## src/rtl/systolic_drain_if.sv

```systemverilog
// South-edge drain bundle: skewed partial sums in, aligned rows out over valid/ready,
// plus almost-full throttle and sticky overflow back to the array controller.
interface systolic_drain_if #(
    parameter int COLS  = 4,
    parameter int ACC_W = 32
);
    logic                    i_valid;
    logic [COLS*ACC_W-1:0]   i_south;
    logic                    i_ready;
    logic [COLS*ACC_W-1:0]   o_data;
    logic                    o_valid;
    logic                    o_almost_full;
    logic                    o_overflow;

    modport slave (
        input  i_valid, i_south, i_ready,
        output o_data, o_valid, o_almost_full, o_overflow
    );

    modport master (
        output i_valid, i_south, i_ready,
        input  o_data, o_valid, o_almost_full, o_overflow
    );
endinterface

```

## src/rtl/systolic_drain.sv

```systemverilog
// Deskews south partial sums into rows and queues them; a row appears COLS cycles after its column-0 valid.
// Backpressure holds the FIFO head; o_almost_full throttles launches, a push into a full FIFO without a pop is dropped.
module systolic_drain #(
    parameter int COLS  = 4,
    parameter int ACC_W = 32,
    parameter int DEPTH = 4
) (
    input  logic            clk,
    input  logic            reset,
    systolic_drain_if.slave bus
);
    localparam int ROW_W = COLS * ACC_W;
    localparam int PW    = $clog2(DEPTH);
    localparam int CW    = $clog2(DEPTH + COLS) + 1;
    localparam int SR_N  = (COLS > 1) ? COLS - 1 : 1;

    logic [SR_N-1:0]  vld_sr_q;
    logic             aligned_vld;
    logic [ROW_W-1:0] row_aligned;

    generate
        if (COLS > 1) begin : g_vsr
            always_ff @(posedge clk or negedge reset) begin
                if (!reset) begin
                    vld_sr_q <= '0;
                end else begin
                    vld_sr_q[0] <= bus.i_valid;
                    for (int k = 1; k < SR_N; k++) begin
                        vld_sr_q[k] <= vld_sr_q[k-1];
                    end
                end
            end
            assign aligned_vld = vld_sr_q[SR_N-1];
        end else begin : g_nvsr
            assign vld_sr_q    = '0;
            assign aligned_vld = bus.i_valid;
        end
    endgenerate

    // Column c arrives c cycles late, so it waits COLS-1-c stages to line up with the last column.
    generate
        for (genvar c = 0; c < COLS; c++) begin : g_col
            localparam int D = COLS - 1 - c;
            if (D == 0) begin : g_direct
                assign row_aligned[c*ACC_W +: ACC_W] = bus.i_south[c*ACC_W +: ACC_W];
            end else begin : g_dly
                logic [ACC_W-1:0] dsk_q [D];
                always_ff @(posedge clk) begin
                    dsk_q[0] <= bus.i_south[c*ACC_W +: ACC_W];
                    for (int k = 1; k < D; k++) begin
                        dsk_q[k] <= dsk_q[k-1];
                    end
                end
                assign row_aligned[c*ACC_W +: ACC_W] = dsk_q[D-1];
            end
        end
    endgenerate

    logic [ROW_W-1:0] mem_q [DEPTH];
    logic [PW-1:0]    wr_ptr_q, wr_ptr_d;
    logic [PW-1:0]    rd_ptr_q, rd_ptr_d;
    logic [CW-1:0]    count_q, count_d;
    logic [CW-1:0]    inflight;
    logic             ov_q, ov_d;
    logic             out_vld;
    logic             full;
    logic             pop;
    logic             wr_en;
    logic             drop;

    assign out_vld = (count_q != '0);
    assign full    = (count_q == CW'(DEPTH));
    assign pop     = out_vld && bus.i_ready;
    // A full FIFO still accepts a row when the head leaves on the same edge.
    assign wr_en   = aligned_vld && (!full || pop);
    assign drop    = aligned_vld && full && !pop;

    always_comb begin
        wr_ptr_d = wr_ptr_q;
        rd_ptr_d = rd_ptr_q;
        ov_d     = ov_q | drop;
        if (wr_en) begin
            wr_ptr_d = wr_ptr_q + PW'(1);
        end
        if (pop) begin
            rd_ptr_d = rd_ptr_q + PW'(1);
        end
        count_d = count_q + CW'(wr_en) - CW'(pop);
    end

    always_comb begin
        inflight = '0;
        for (int k = 0; k < SR_N; k++) begin
            inflight = inflight + CW'(vld_sr_q[k]);
        end
    end

    always_ff @(posedge clk or negedge reset) begin
        if (!reset) begin
            wr_ptr_q <= '0;
            rd_ptr_q <= '0;
            count_q  <= '0;
            ov_q     <= 1'b0;
        end else begin
            wr_ptr_q <= wr_ptr_d;
            rd_ptr_q <= rd_ptr_d;
            count_q  <= count_d;
            ov_q     <= ov_d;
        end
    end

    always_ff @(posedge clk) begin
        if (wr_en) begin
            mem_q[wr_ptr_q] <= row_aligned;
        end
    end

    assign bus.o_valid       = out_vld;
    assign bus.o_data        = out_vld ? mem_q[rd_ptr_q] : '0;
    assign bus.o_almost_full = ((count_q + inflight) >= CW'(DEPTH));
    assign bus.o_overflow    = ov_q;
endmodule
```

## src/flat_wrapper.sv

```systemverilog
// flat-port wrapper written by rule: the top's interface ports become plain ports
module systolic_drain_flat 
#(
    parameter int COLS  = 4,
    parameter int ACC_W = 32,
    parameter int DEPTH = 4
)
  (clk, reset, bus_i_valid, bus_i_south, bus_i_ready, bus_o_data, bus_o_valid, bus_o_almost_full, bus_o_overflow);
  systolic_drain_if #(.COLS(COLS), .ACC_W(ACC_W)) bus_i ();
  input  logic clk;
  input  logic reset;
  input wire logic [$bits(bus_i.i_valid)-1:0] bus_i_valid;
  input wire logic [$bits(bus_i.i_south)-1:0] bus_i_south;
  input wire logic [$bits(bus_i.i_ready)-1:0] bus_i_ready;
  output wire logic [$bits(bus_i.o_data)-1:0] bus_o_data;
  output wire logic [$bits(bus_i.o_valid)-1:0] bus_o_valid;
  output wire logic [$bits(bus_i.o_almost_full)-1:0] bus_o_almost_full;
  output wire logic [$bits(bus_i.o_overflow)-1:0] bus_o_overflow;
  assign bus_i.i_valid = bus_i_valid;
  assign bus_i.i_south = bus_i_south;
  assign bus_i.i_ready = bus_i_ready;
  assign bus_o_data = bus_i.o_data;
  assign bus_o_valid = bus_i.o_valid;
  assign bus_o_almost_full = bus_i.o_almost_full;
  assign bus_o_overflow = bus_i.o_overflow;
  systolic_drain #(.COLS(COLS), .ACC_W(ACC_W), .DEPTH(DEPTH)) u_core (.clk(clk), .reset(reset), .bus(bus_i));
endmodule
```

## config.mk

```make
export PLATFORM = sky130hd
export DESIGN_NAME = systolic_drain_flat
export DESIGN_NICKNAME = d
export VERILOG_FILES = /design/src/rtl/systolic_drain_if.sv /design/src/rtl/systolic_drain.sv /design/src/flat_wrapper.sv
export SDC_FILE = /design/constraint.sdc
export NUM_CORES = 1
export LEC_CHECK = 0
export ABC_AREA = 1
export CORE_MARGIN = 1.5
export CORE_UTILIZATION = 55
export CTS_BUF_LIST = sky130_fd_sc_hd__clkbuf_4
export CTS_CLUSTER_DIAMETER = 40
export DETAILED_ROUTE_END_ITERATION = 8
export PLACE_DENSITY = 0.88
export SYNTH_ARGS = -nofsm -noshare
export SYNTH_HDL_FRONTEND = slang
export SYNTH_SLANG_ARGS = --single-unit
```

## constraint.sdc

```tcl
create_clock -name clk -period 20.3 [get_ports clk]
set_clock_uncertainty 0.2 [all_clocks]
set_input_delay 3.045 -clock clk [delete_from_list [all_inputs] [get_ports clk]]
set_output_delay 3.045 -clock clk [all_outputs]
set_load 0.05 [all_outputs]
```

# Word-level counts from Yosys, hierarchy flattened
# Memories as Yosys holds them, arrays and structs flattened.
# Cells that the tools add are included.
dict set report op_classes {
  n_addsub 7
  magnitude_cmp 1
  n_eq_ne 1
  mux 3
  bitwise_logic 1
  reduce_logical 8
}
# cell n
set op_table {}
lappend op_table {{128-bit two-way mux} 1}
lappend op_table {{4-bit by 1-bit adder with 4-bit output} 2}
lappend op_table {{2-bit by 1-bit adder with 2-bit output, second input constant} 2}
lappend op_table {{4-bit adder} 1}
lappend op_table {{4-bit by 3-bit == test with 1-bit output, second input constant} 1}
lappend op_table {{4-bit by 3-bit >= comparator with 1-bit output, second input constant} 1}
lappend op_table {{1-bit logical AND} 4}
lappend op_table {{4-bit nonzero test} 1}
lappend op_table {{4-bit by 1-bit subtractor with 4-bit output} 1}
lappend op_table {{1-bit by 1-bit adder with 2-bit output} 1}
lappend op_table {{1-bit zero test} 2}
lappend op_table {{1-bit two-way mux} 2}
lappend op_table {{1-bit logical OR} 1}
lappend op_table {{1-bit bitwise OR} 1}
dict set report word_totals {
  regBits 12
  ramBits 704
  word_cells 30
  memories 4
}
# memory depth word_bits rd rd_clocked_by_memory_dff write_ports line
set memory_table {}
lappend memory_table {u_core.mem_q 4 128 1 0 1 systolic_drain.sv:59} ;# logic [ROW_W-1:0] mem_q [DEPTH];
lappend memory_table {{u_core.g_col[0].g_dly.dsk_q} 3 32 3 0 3 systolic_drain.sv:47} ;# logic [ACC_W-1:0] dsk_q [D];
lappend memory_table {{u_core.g_col[1].g_dly.dsk_q} 2 32 2 0 2 systolic_drain.sv:47}
lappend memory_table {{u_core.g_col[2].g_dly.dsk_q} 1 32 1 0 1 systolic_drain.sv:47}

# Logic depth before layout (Yosys ltp)
dict set report logic_depth {
  ltp_word 6
  ltp_mapped 11
  ltp_nobuf 11
}

# Worst setup path before layout
# Ideal clock, no wire load.
dict set report synth_path {
  kind {input to register}
  start {input bus_i_ready}
  end {memory u_core.mem_q[0][0] (netlist bit) (enable)}
  arrival_ns 8.718
  required_ns 19.483
  slack_ns 10.765
  path_stages 4
  path_buffers 0
  path_cell_list {nand2_1 > nand2_1 > nand2_1 > nor2_1}
}
dict set report synth_via {
  elab_chain_cells 5
}
# element line
set synth_rtl {}
lappend synth_rtl {{start, declared} flat_wrapper.sv:14} ;# input wire logic [$bits(bus_i.i_ready)-1:0] bus_i_ready;
lappend synth_rtl {{1-bit logical AND} systolic_drain.sv:73} ;# assign pop = out_vld && bus.i_ready;
lappend synth_rtl {{1-bit logical OR} systolic_drain.sv:75} ;# assign wr_en = aligned_vld && (!full || pop);
lappend synth_rtl {{1-bit logical AND} systolic_drain.sv:75}
lappend synth_rtl {{1-bit two-way mux} systolic_drain.sv:113} ;# if (wr_en) begin
lappend synth_rtl {{1-bit two-way mux (not written as such)} systolic_drain.sv:114} ;# mem_q[wr_ptr_q] <= row_aligned;
lappend synth_rtl {{end, declared} systolic_drain.sv:59}
# No other way between the ends.

# Worst setup path in the final report
dict set report layout_path {
  start {register u_core.rd_ptr_q[0]}
  end {output bus_o_data[62]}
}
dict set report layout_via {
  elab_chain_cells 2
}
# element line
set layout_rtl {}
lappend layout_rtl {{start, declared} systolic_drain.sv:61} ;# logic [PW-1:0] rd_ptr_q, rd_ptr_d;
lappend layout_rtl {{start signal, assigned} systolic_drain.sv:106} ;# rd_ptr_q <= rd_ptr_d;
lappend layout_rtl {{memory read 4 x 128 bit} --}
lappend layout_rtl {{128-bit two-way mux} systolic_drain.sv:119} ;# assign bus.o_data = out_vld ? mem_q[rd_ptr_q] : '0;
lappend layout_rtl {{end, declared} flat_wrapper.sv:15} ;# output wire logic [$bits(bus_i.o_data)-1:0] bus_o_data;
# No other way between the ends.

==> run summary <==
Outcome -> completed
Initial Utilization -> 0.554
Port buffer count -> 262
CP Capture Type -> output port
WL final -> 53900 µm
CP Max Fanout -> 159
Worst vdd ir -> 0.175 mV
First-pass GRT wire length -> 80800 µm
Slowest CP cell -> inv_6
PostCTS Resize Cnt -> 0
Synth cell types -> 25
Core Box Area -> 44000 µm²
Global route overflow -> 0
RSZ-0062 raised after global routing -> false
Seq/Total Area, Yosys -> 0.800
Setup CP Type -> reg -> out
Synth Instances -> 1780
Yosys warns -> 0
Complex-gate fraction of the synthesized area -> 0.0799
Setup TNS -> 0 ns
CTS tree -> done
Period minus WS final -> 8.54 ns
DIE AREA -> 45700 µm²
Period utilization -> 0.421
Hold Vio Cnt, Final -> 0
Drt pass-1 iters -> 7
Antenna violations before repair -> 4
Delay-heaviest family, CP -> buffers and inverters
I/O pin cnt -> 263
Worst Hold Class -> reg -> reg
Nets -> 2271
WP depth -> 5
Antenna viol nets, final -> 0
Simple-Gate Fraction of Synth Area -> 0.0840
WP data required -> 17.06 ns
Worst rel slew slack -> 0.234
Cell Count, Final, Fillers Out -> 2868
Dpl cells -> 2548
Synth Area in Adders -> 0.00697
Post-layout total power -> 5.17 mW
Detail Placement HPWL -> 28200 µm
Main combinational cell family by area after synthesis -> simple AND/OR/NAND/NOR gates
Fmax -> 117 MHz
Reg2reg start -> u_core.count_q[2]$_DFF_PN0_
Worst-Skew Late Latency -> 0.96 ns
CP max stage delay -> 0.93 ns
Slew Limit Fails -> 0
Routed length per placed instance -> 18.8 µm
Final Setup Violations -> 0
Worst-margin pin slew -> 1.15 ns
Post-synthesis mux area share -> 0
Worst Setup SP -> u_core.rd_ptr_q[0]$_DFFE_PN0P_
Die X -> 214 µm
R2R cell count -> 9
Crit Reg-Reg Endpoint -> u_core.mem_q[3][54]$_DFFE_PP_
GPL Wtd Cong -> 0.770
Vias in the first global route -> 15800
Critical path buffers and inverters -> 3
Setup WS pre-CTS -> 12.83 ns
Tot GR Track Use -> 0.236
Crit path to -> bus_o_data[62]
Critical Path, Cell by Cell -> inv_6 -> buf_4 -> o21ai_0 -> a21oi_1 -> clkdlybuf4s50_1
PD cells -> 175 nW/µm²
Worst EP arrival -> 5.29 ns
CTS Sinks -> 716
Total CTS buffers -> 168
LEAKAGE -> 10.5 nW
Die span in y -> 214 µm
H-Tree Depth -> 4
Syn_area_per_cell -> 13.7 µm²
Startpoint Class -> flop
Hold buffers post-CTS -> 0
Xor and xnor area share after synthesis -> 0.000718
Final WS setup -> 11.76 ns
Largest net degree at the start of global routing -> 160
Syn Nets -> 1925
Layout area overhead -> 21.0%
Synth Cell Area -> 24400 µm²
FP Rows -> 77
Max-cap viol count -> 0
DRC viols -> 0
DR vias/cell -> 5.34
CTS max path bufs -> 3
Share of layout cells above drive strength 1 -> 0.133
Worst-path clk slew -> 0.07 ns
Initial DRC Count -> 1392
Worst reg2reg setup slack -> 15.94 ns
Vias -> 15300
Clock root cell -> clkbuf_4
Setup Fix Bufs, Post-CTS -> 0
Number of synthesized register bits -> 716
## routing by layer
| layer | track usage | vias to the layer above | routed length [µm] |
|---|---|---|---|
| li1 | - | 7051 | - |
| met1 | 0.267 | 7398 | 20100 |
| met2 | 0.406 | 744 | 28000 |
| met3 | 0.0712 | 121 | 4270 |
| met4 | 0.123 | 2 | 1540 |
| met5 | 0 | - | 9 |
## logic make-up after synthesis
family,count (synthesis)
flip-flops,716
AND/OR/NAND/NOR,544
AO/OA/AOI/OAI,389
buffers and inverters,116
adder cells (fa/ha/maj),13
XOR/XNOR,2
## stage by stage
| step | hold WS (ns) | instance area (µm²) | util |
|---|---|---|---|
| 2_1_floorplan | 0.110 | 24400 | - |
| 3_3_place_gp | 0.110 | 27300 | 0.620 |
| 3_5_place_dp | 0.112 | 27300 | 0.620 |
| 4_1_cts | 0.0853 | 29500 | 0.671 |
| 5_1_grt | 0.0962 | 29500 | 0.671 |
| 6_report | 0.0974 | 29500 | 0.671 |
## layout make-up
cell class | count | area [µm²]
diodes | 5 | 12.5
clock buffers | 257 | 1930
clock inverters | 58 | 313
fillers | 2837 | 14500
inverters | 17 | 73.8
multi-input cells | 948 | 4220
flip-flops and latches | 716 | 19500
well taps | 592 | 741
repair buffers | 275 | 2730
## cell usage after synthesis, drive strengths merged
| cell type | number | area share |
|---|---|---|
| inv | 17 | 0.0027 |
| dfxtp | 192 | 0.16 |
| ha | 12 | 0.0062 |
| nand3 | 4 | 0.00082 |
| edfxtp | 512 | 0.63 |
| xor2 | 1 | 0.00036 |
| fa | 1 | 0.00082 |
| o21bai | 1 | 0.00031 |
| a21oi | 129 | 0.026 |
| nand2 | 19 | 0.0029 |
| xnor2 | 1 | 0.00036 |
| nor3b | 1 | 0.00031 |
| buf | 71 | 0.021 |
| clkbuf | 28 | 0.0054 |
| o21ai | 259 | 0.053 |
| nor2 | 520 | 0.080 |
| dfrtp | 12 | 0.012 |
## registers in the layout (all words and copies together), names as in the netlist
register	flops
u_core.vld_sr_q	3
u_core.rd_ptr_q	2
u_core.g_col.g_dly.dsk_q	192
u_core.wr_ptr_q	2
u_core.mem_q	512
u_core.bus.o_overflow	1
u_core.count_q	4
## how the worst min path moves through the flow
stage               depth (start not counted)                                         end  slack (ns)                                        from
global route                                0  u_core.g_col[1].g_dly.dsk_q[0][50]$_DFF_P_         0.1  u_core.g_col[1].g_dly.dsk_q[0][18]$_DFF_P_
CTS                                         0  u_core.g_col[1].g_dly.dsk_q[0][52]$_DFF_P_        0.09  u_core.g_col[1].g_dly.dsk_q[0][20]$_DFF_P_
finish                                      0  u_core.g_col[1].g_dly.dsk_q[0][52]$_DFF_P_         0.1  u_core.g_col[1].g_dly.dsk_q[0][20]$_DFF_P_
global placement                            0  u_core.g_col[0].g_dly.dsk_q[0][69]$_DFF_P_        0.11  u_core.g_col[0].g_dly.dsk_q[0][37]$_DFF_P_
floorplan                                   0  u_core.g_col[0].g_dly.dsk_q[0][32]$_DFF_P_        0.11   u_core.g_col[0].g_dly.dsk_q[0][0]$_DFF_P_
detailed placement                          0  u_core.g_col[0].g_dly.dsk_q[0][36]$_DFF_P_        0.11   u_core.g_col[0].g_dly.dsk_q[0][4]$_DFF_P_
## power by group
group          total, mW  switching [mW]  leakage, nW  internal [mW]
clock               1.16           0.552         1.32          0.608
sequential          1.89           0.105         6.46           1.78
combinational       2.12            1.50         2.74          0.617
total               5.17            2.16         10.5           3.01
## layout by cell type (no fill, tap or decap), types with 4 or more instances in the layout
| cell type | netlist | layout |
|---|---|---|
| nor2_1 | 520 | 516 |
| edfxtp_1 | 512 | 512 |
| clkdlybuf4s50_1 | 0 | 262 |
| clkbuf_4 | 0 | 257 |
| dfxtp_1 | 192 | 192 |
| o21ai_0 | 166 | 166 |
| a21oi_1 | 129 | 129 |
| o21ai_1 | 93 | 93 |
| clkinv_1 | 0 | 34 |
| nand2_1 | 19 | 19 |
| inv_1 | 15 | 14 |
| clkinv_2 | 0 | 13 |
| ha_1 | 12 | 12 |
| buf_4 | 9 | 12 |
| dfrtp_1 | 12 | 10 |
| clkinvlp_4 | 0 | 7 |
| diode_2 | 0 | 5 |
| nand3_1 | 4 | 4 |
| nor2_4 | 0 | 4 |
Power figures use the tool's default switching activity.
